**config.mk**
```make
export PLATFORM = sky130hd
export DESIGN_NAME = debounce_bank
export DESIGN_NICKNAME = d
export VERILOG_FILES = /design/src/rtl/debounce_pkg.sv /design/src/rtl/debounce_chan.sv /design/src/rtl/debounce_bank.sv
export SDC_FILE = /design/constraint.sdc
export NUM_CORES = 1
export LEC_CHECK = 0
export ABC_AREA = 1
export BUFFER_PORTS_ARGS = -buffer_cell sky130_fd_sc_hd__buf_2
export CAP_MARGIN = 20
export CORE_MARGIN = 3
export CORE_UTILIZATION = 57
export CTS_CLUSTER_SIZE = 30
export DETAILED_ROUTE_END_ITERATION = 7
export GPL_TIMING_DRIVEN = 0
export PLACE_DENSITY = 0.76
export SYNTH_ARGS = -nofsm -noshare
export SYNTH_HDL_FRONTEND = slang
export SYNTH_SLANG_ARGS = --single-unit
```
**constraint.sdc**
```tcl
create_clock -name clk -period 2.29 [get_ports clk]
set_input_delay 0.229 -clock clk [delete_from_list [all_inputs] [get_ports clk]]
set_output_delay 0.229 -clock clk [all_outputs]
set_load 0.05 [all_outputs]
```
**src/rtl/debounce_pkg.sv**
```systemverilog
// Shared constants and width helpers for the push-button debounce bank.
// Default timings assume the 100 MHz board clock.
package debounce_pkg;

    localparam int unsigned SYNC_STAGES = 2;

    localparam int unsigned CLK_HZ            = 100_000_000;
    localparam int unsigned DEF_STABLE_CYCLES = CLK_HZ / 100;  // 10 ms
    localparam int unsigned DEF_HOLD_CYCLES   = CLK_HZ / 2;    // 500 ms
    localparam int unsigned DEF_REPEAT_CYCLES = CLK_HZ / 10;   // 100 ms

    function automatic int unsigned clog2(input int unsigned n);
        int unsigned r;
        r = 0;
        while ((64'(1) << r) < 64'(n)) begin
            r = r + 1;
        end
        return r;
    endfunction

    function automatic int unsigned max_u(input int unsigned a, input int unsigned b);
        return (a > b) ? a : b;
    endfunction

    // Width of a counter that must hold values 0..max_count.
    function automatic int unsigned cnt_w(input int unsigned max_count);
        return max_u(1, clog2(max_count + 1));
    endfunction

endpackage

```
**src/rtl/debounce_chan.sv**
```systemverilog
// Single-channel button conditioner: 2-flop synchroniser, stability counter,
// registered press/release pulses and optional hold-to-repeat pulse train.
module debounce_chan
    import debounce_pkg::*;
#(
    parameter int unsigned STABLE_CYCLES = DEF_STABLE_CYCLES,
    parameter bit          ACTIVE_LOW    = 1'b0,
    parameter bit          REPEAT_EN     = 1'b0,
    parameter int unsigned HOLD_CYCLES   = DEF_HOLD_CYCLES,
    parameter int unsigned REPEAT_CYCLES = DEF_REPEAT_CYCLES
) (
    input  logic clk,
    input  logic rst,
    input  logic btn,
    output logic btn_state,
    output logic btn_down,
    output logic btn_up,
    output logic btn_repeat
);

    localparam int unsigned     DB_W   = cnt_w(STABLE_CYCLES);
    localparam logic [DB_W-1:0] DB_MAX = DB_W'(STABLE_CYCLES - 1);

    if (STABLE_CYCLES < 1 || HOLD_CYCLES < 1 || REPEAT_CYCLES < 1) begin : g_bad_param
        $error("debounce_chan: cycle counts must be >= 1");
    end

    logic [SYNC_STAGES-1:0] r_sync;
    logic [DB_W-1:0]        r_cnt;
    logic                   r_state;
    logic                   r_down;
    logic                   r_up;
    logic                   w_s;
    logic                   w_toggle;
    logic                   w_rise;
    logic                   w_fall;

    assign w_s      = r_sync[SYNC_STAGES-1];
    assign w_toggle = (w_s != r_state) && (r_cnt == DB_MAX);
    assign w_rise   = w_toggle && !r_state;
    assign w_fall   = w_toggle && r_state;

    // Polarity is corrected before the synchroniser so reset means "released".
    always_ff @(posedge clk) begin
        if (rst) begin
            r_sync  <= '0;
            r_cnt   <= '0;
            r_state <= 1'b0;
            r_down  <= 1'b0;
            r_up    <= 1'b0;
        end else begin
            r_sync <= {r_sync[SYNC_STAGES-2:0], btn ^ ACTIVE_LOW};
            if (w_s == r_state) begin
                r_cnt <= '0;
            end else if (w_toggle) begin
                r_cnt   <= '0;
                r_state <= ~r_state;
            end else begin
                r_cnt <= r_cnt + 1'b1;
            end
            r_down <= w_rise;
            r_up   <= w_fall;
        end
    end

    assign btn_state = r_state;
    assign btn_down  = r_down;
    assign btn_up    = r_up;

    if (REPEAT_EN) begin : g_rep
        localparam int unsigned     HC_W     = cnt_w(max_u(HOLD_CYCLES, REPEAT_CYCLES));
        localparam logic [HC_W-1:0] HOLD_MAX = HC_W'(HOLD_CYCLES - 1);
        localparam logic [HC_W-1:0] REP_MAX  = HC_W'(REPEAT_CYCLES - 1);

        logic [HC_W-1:0] r_hc;
        logic            r_first;
        logic            r_rep;
        logic [HC_W-1:0] w_target;
        logic            w_fire;

        // hc is 0 in the btn_down cycle; a pending release suppresses the pulse.
        assign w_target = r_first ? HOLD_MAX : REP_MAX;
        assign w_fire   = r_state && !w_fall && (r_hc == w_target);

        always_ff @(posedge clk) begin
            if (rst || !r_state) begin
                r_hc    <= '0;
                r_first <= 1'b1;
                r_rep   <= 1'b0;
            end else if (w_fire) begin
                r_hc    <= '0;
                r_first <= 1'b0;
                r_rep   <= 1'b1;
            end else begin
                r_hc  <= r_hc + 1'b1;
                r_rep <= 1'b0;
            end
        end

        assign btn_repeat = r_rep;
    end else begin : g_no_rep
        assign btn_repeat = 1'b0;
    end

endmodule

```
**src/rtl/debounce_bank.sv**
```systemverilog
// N-channel push-button conditioner built from independent debounce_chan slices.
module debounce_bank
    import debounce_pkg::*;
#(
    parameter int unsigned NUM_CH        = 4,
    parameter int unsigned STABLE_CYCLES = DEF_STABLE_CYCLES,
    parameter bit          ACTIVE_LOW    = 1'b0,
    parameter bit          REPEAT_EN     = 1'b0,
    parameter int unsigned HOLD_CYCLES   = DEF_HOLD_CYCLES,
    parameter int unsigned REPEAT_CYCLES = DEF_REPEAT_CYCLES
) (
    input  logic              clk,
    input  logic              rst,
    input  logic [NUM_CH-1:0] btn,
    output logic [NUM_CH-1:0] btn_state,
    output logic [NUM_CH-1:0] btn_down,
    output logic [NUM_CH-1:0] btn_up,
    output logic [NUM_CH-1:0] btn_repeat
);

    if (NUM_CH < 1) begin : g_bad_param
        $error("debounce_bank: NUM_CH must be >= 1");
    end

    for (genvar i = 0; i < NUM_CH; i++) begin : g_ch
        debounce_chan #(
            .STABLE_CYCLES(STABLE_CYCLES),
            .ACTIVE_LOW   (ACTIVE_LOW),
            .REPEAT_EN    (REPEAT_EN),
            .HOLD_CYCLES  (HOLD_CYCLES),
            .REPEAT_CYCLES(REPEAT_CYCLES)
        ) u_chan (
            .clk       (clk),
            .rst       (rst),
            .btn       (btn[i]),
            .btn_state (btn_state[i]),
            .btn_down  (btn_down[i]),
            .btn_up    (btn_up[i]),
            .btn_repeat(btn_repeat[i])
        );
    end

endmodule
```
# Word-level counts from Yosys, hierarchy flattened
# Index checks and enable logic that the tools add are counted.
[word_totals]
in_bits = 6
wordCells = 68
ff_bits = 100
out_inout_bits = 16
[op_classes]
n_eq_ne = 12
n_bitwise = 8
addsub = 4
reduce_logical = 24
[op_table]
columns = ["operator", "count"]
rows = [
  ["$add 20x1->20 const B", 4],
  ["$eq 20x20->1 const B", 4],
  ["$logic_and 1x1->1", 12],
  ["$reduce_or 3->1", 4],
  ["$not 1->1", 8],
  ["$reduce_and 2->1", 4],
  ["$eq 1x1->1", 4],
  ["$logic_not 1->1", 4],
  ["$ne 1x1->1", 4],
]

# Depth between registers and ports, before layout
[logic_depth]
ltp_word = 3
depth_mapped = 9
depth_no_buf = 9

# Modules after synthesis
# A second synthesis with hierarchy kept.
[hier_totals]
cells_unflattened = 740
hier_area_um2 = 5149.9
[by_module_without_submodules]
columns = ["module", "seq_area_each_um2", "n_inst", "cells_per_inst", "area_per_inst_um2"]
rows = [
  ["debounce_chan", 500.5, 4, 185, 1287.5],
]

# Worst setup path after synthesis
# Ideal clock, no wire load.
[synth_timing]
kind = "reg-to-reg"
start = "register g_ch[3].u_chan.r_cnt[0]"
end = "register g_ch[3].u_chan.r_cnt[10]"
setup_time_ns = 0.114
t_arrival_ns = 1.340
path_stages_with_launch = 8
path_slack_ns = 0.836
path_buffers = 1
period_less_slack_ns = 1.454
required_ns = 2.176
cell_sequence = "dfxtp_1 > ha_1 > nand3_2 > nor2_2 > nand3_2 > nand2_4 > buf_6 > nor2_1"
[synth_between]
elab_chain_len = 3
elab_cells_between_ends = 4
cone_classes = "add/sub: 1; eq/ne: 1; reduce/logical: 2"
[synth_rtl]
columns = ["element", "line", "text"]
rows = [
  ["start, declared", "debounce_chan.sv:29", "logic [DB_W-1:0] r_cnt;"],
  ["start signal, assigned", "debounce_chan.sv:59", "r_cnt <= r_cnt + 1'b1;"],
  ["parallel branches: the longest is 3 deep, another holds $add 20x1->20", "n/a", ""],
]
# Parallel ways; which one is timed is not known.
# A chain may end at the register's enable or synchronous reset.

# Worst setup path in the final report
[layout_timing]
start = "register g_ch[3].u_chan.r_cnt[0]"
end = "register g_ch[3].u_chan.r_cnt[8]"
# Same word-level chain as after synthesis.

==> impl_metrics.ini <==
[final_layout]
layout.cell_area.non_filler_um2 = 5420
post_route_cells_drive_above_1_share_pct = 9.61
area_growth_from_synthesis_to_layout_pct = 10.1
final_cells = 865
n_antenna_cell = 0
finalNetCount = 765

[synth]
yosys.cell_count.top_type = nor2_1
yosysTopAreaCell = dfxtp_1
syn_inst = 724
seq_area_frac_synth_pct = 40.7
netlist_area_um2 = 4920
synth_top_cells_by_count = nor2_1, nand2_1, dfxtp_1
synth.ff_latch_count = 100
synthDistinctLibCells = 28
synth_area_leaders = dfxtp_1, nor2_1, nand2_1, inv_1, nand3_1
syn_avg_cell_area_um2 = 6.80
synth_largest_type_area_fraction_pct = 40.7
postSynth.asyncResetShare_pct = 0
yosysWarnings = 0
number_of_synthesized_flops_with_an_enable_pin = 0
top_flip_flop_cell_by_instance_count_after_synthesis = dfxtp_1

[sta]
final_critical_path_setup_slack_ns = 0.525
final_min_period_over_clock_period_pct = 77.1
setup_repair_after_global_routing_missed_its_margin = false
final_max_slew_viol_count = 0
max_freq_mhz = 567
final.min_clock_period_ns = 1.77
fin_worst_skew_ns = 0.00952
finalSetupTns_ns = 0
report.final.setup_viol = 0
report.final.hold_viol_count = 0

[power_and_ir_drop]
ir_worst_vdd_uv = 378
power_density_nw_per_um2 = 603
power.share.clock_pct = 44.5
power.sequential.fraction_pct = 53.6
share_comb_of_total_power_pct = 1.9
cellInternalPower_w = 0.00261
swShare_pct = 20.2
p_sw_w = 0.000660
static-leakage-power_nw = 1.83

[critical_path]
critical-path-top-cell-by-count = nand3_2
worstPathBufferInverterCount = 1
timing.setup.critical_path_class = flip-flop to flip-flop
crit_path_max_fanout = 10
timing.critical_path.cells = ha_1 > nand3_2 > nor2_2 > nand3_2 > nand2_4 > buf_6 > nor2_1
crit_path_start_kind = flip-flop
worst_ep_arrival_time_ns = 2.02
critical_path.max_stage_delay_ns = 0.48
setup.worst_path.end_class = flip-flop
worst_path_max_delay_cell = dfxtp_1
cp.required_ns = 2.54
r2r_cells = 7
cell_class_contributing_the_biggest_share_of_worst_path_delay = simple AND/OR/NAND/NOR gates
reg2reg_setup_slack_ns = 0.52
critical_path_depth = 7

[global_routing]
top_usage_layer_grt = met2
pin_count_of_the_biggest_net_entering_global_routing = 18
antenna_found_initial = 0
grt_pass1_vias = 4147
grt.overflow.total = 0
groute.layer.met3.usage_pct = 5.24
global_route.usage.met1_pct = 26.2
grt_first_pass_wirelength_um = 17300
track_usage_pct = 21.1
global_route.usage.met2_pct = 35.8

[status]
run_status = finished clean

[die]
fp.dieArea_um2 = 9780
core_area_um2 = 8300
rows = 33
die_w_um = 98.9
top_level_ports = 22
dieHeight_um = 98.9
initial_utilization_pct = 59.3

[clock_network]
clk-insertion-delay-late_ns = 0.36
cts.root.buffer_cell = clkbuf_8
postCtsSetupRepairBufs = 0
cts.path.max_buffers = 2
cts_resized = 0
cts-buffers-inserted = 9
cts_tree = yes
hold_buffer_count_at_cts = 0
worst_setup_hold_path_clk_slew_ns = 0.10
clock_sink_count = 100
cts-htree-levels = 3

[placement]
dp_worst_setup_slack_ns = 0.553
detailed_place_hpwl_um = 7380
dpl-instance-area_um2 = 5150
numPlacedInstances = 849
place.gp.congestion = 0.917
port-buffer-count = 17

[min_path]
hold-path-cell-count = 3
worstHoldPathType = input port to flip-flop

[detailed_routing]
detail-route-antenna-nets = 0
first_pass_iters = 5
detailroute.via_count = 4395
totalWireLength_um = 9790
drt-initial-drc-count = 135
vias_per_cell = 5.08
routed_wire_length_per_instance_um = 11.3
drt_drc_violations_left = 0

[flow_run]
maxCapViolations = 0
## power groups by stage
stage | clock, W | sequential (W) | combinational [W]
5_1_grt | 0.00154 | 0.00175 | 0.0000699
3_3_place_gp | 0 | 0.00179 | 0.0000623
6_report | 0.00145 | 0.00175 | 0.0000627
2_1_floorplan | 0 | 0.00179 | 0.0000485
4_1_cts | 0.00149 | 0.00175 | 0.0000631
3_5_place_dp | 0 | 0.00179 | 0.0000630
## stage by stage
step	power, W	utilization [%]	hold slack (ns)
6_report	0.00327	65.3	0.0583
3_5_place_dp	0.00185	62.0	0.403
4_1_cts	0.00331	65.3	0.0365
5_1_grt	0.00336	65.3	0.0491
2_1_floorplan	0.00184	-	0.336
3_3_place_gp	0.00185	62.0	0.396
## worst reg2reg max path: stages, from the launching register on
cell	delay, ns
dfxtp_1	0.48
ha_1	0.31
nand3_2	0.16
nor2_2	0.17
nand3_2	0.14
nand2_4	0.17
buf_6	0.17
nor2_1	0.05
## cell type report
cell class / count / area, um2
flip-flops and latches: 100 / 2000
multi-input cells: 525 / 2470
plain buffers: 25 / 170
well taps: 105 / 131
clock inverters: 7 / 146
inverters: 77 / 289
repair buffers: 17 / 85.1
clock buffers: 9 / 124
fillers: 774 / 2880
## layout by cell type (no fill, tap or decap), drive strengths merged, types with 4 or more instances in the layout
cell type  netlist  routed
clkbuf           1      10
ha               4       4
nand3           57      57
xnor2           16      16
nand2          165     165
nand3b           4       4
nor2           185     185
a21oi           28      28
bufinv           0       4
buf             24      41
o21ai            9       9
conb             1       4
inv             77      78
xor2            23      23
dfxtp          100     100
or2              5       5
nor3             6       6
nand4           17      17
## path summary, 6_finish.rpt
check,from,end
min reg2reg,g_ch[2].u_chan.r_sync[0],g_ch[2].u_chan.r_sync[1]
max,g_ch[3].u_chan.r_cnt[0],g_ch[3].u_chan.r_cnt[8]
max reg2reg,g_ch[3].u_chan.r_cnt[0],g_ch[3].u_chan.r_cnt[8]
min,btn[0],g_ch[0].u_chan.r_sync[0]
## cells by family (layout without fill, tap and decap cells)
group | Yosys count | in the layout | share of synthesized area [%]
buffers and inverters | 102 | 135 | 9.33
flip-flops | 100 | 100 | 40.7
adder cells (fa/ha/maj) | 4 | 4 | 1.02
XOR/XNOR | 39 | 39 | 6.94
AO/OA/AOI/OAI | 39 | 39 | 4.15
other | 1 | 4 | 0.0762
AND/OR/NAND/NOR | 439 | 439 | 37.8
## sequential cells by signal, summed over array words and instances (netlist names)
| signal | cells |
|---|---|
| g_ch.u_chan.btn_down | 4 |
| g_ch.u_chan.btn_state | 4 |
| g_ch.u_chan.btn_up | 4 |
| g_ch.u_chan.r_cnt | 80 |
| g_ch.u_chan.r_sync | 8 |
## layer usage
| metal | share of wire (%) | vias up |
|---|---|---|
| met4 | 1.2 | 0 |
| met3 | 4.7 | 10 |
| li1 | - | 2295 |
| met5 | 0 | - |
| met2 | 48 | 101 |
| met1 | 46 | 1989 |
Power figures use the tool's default switching activity.
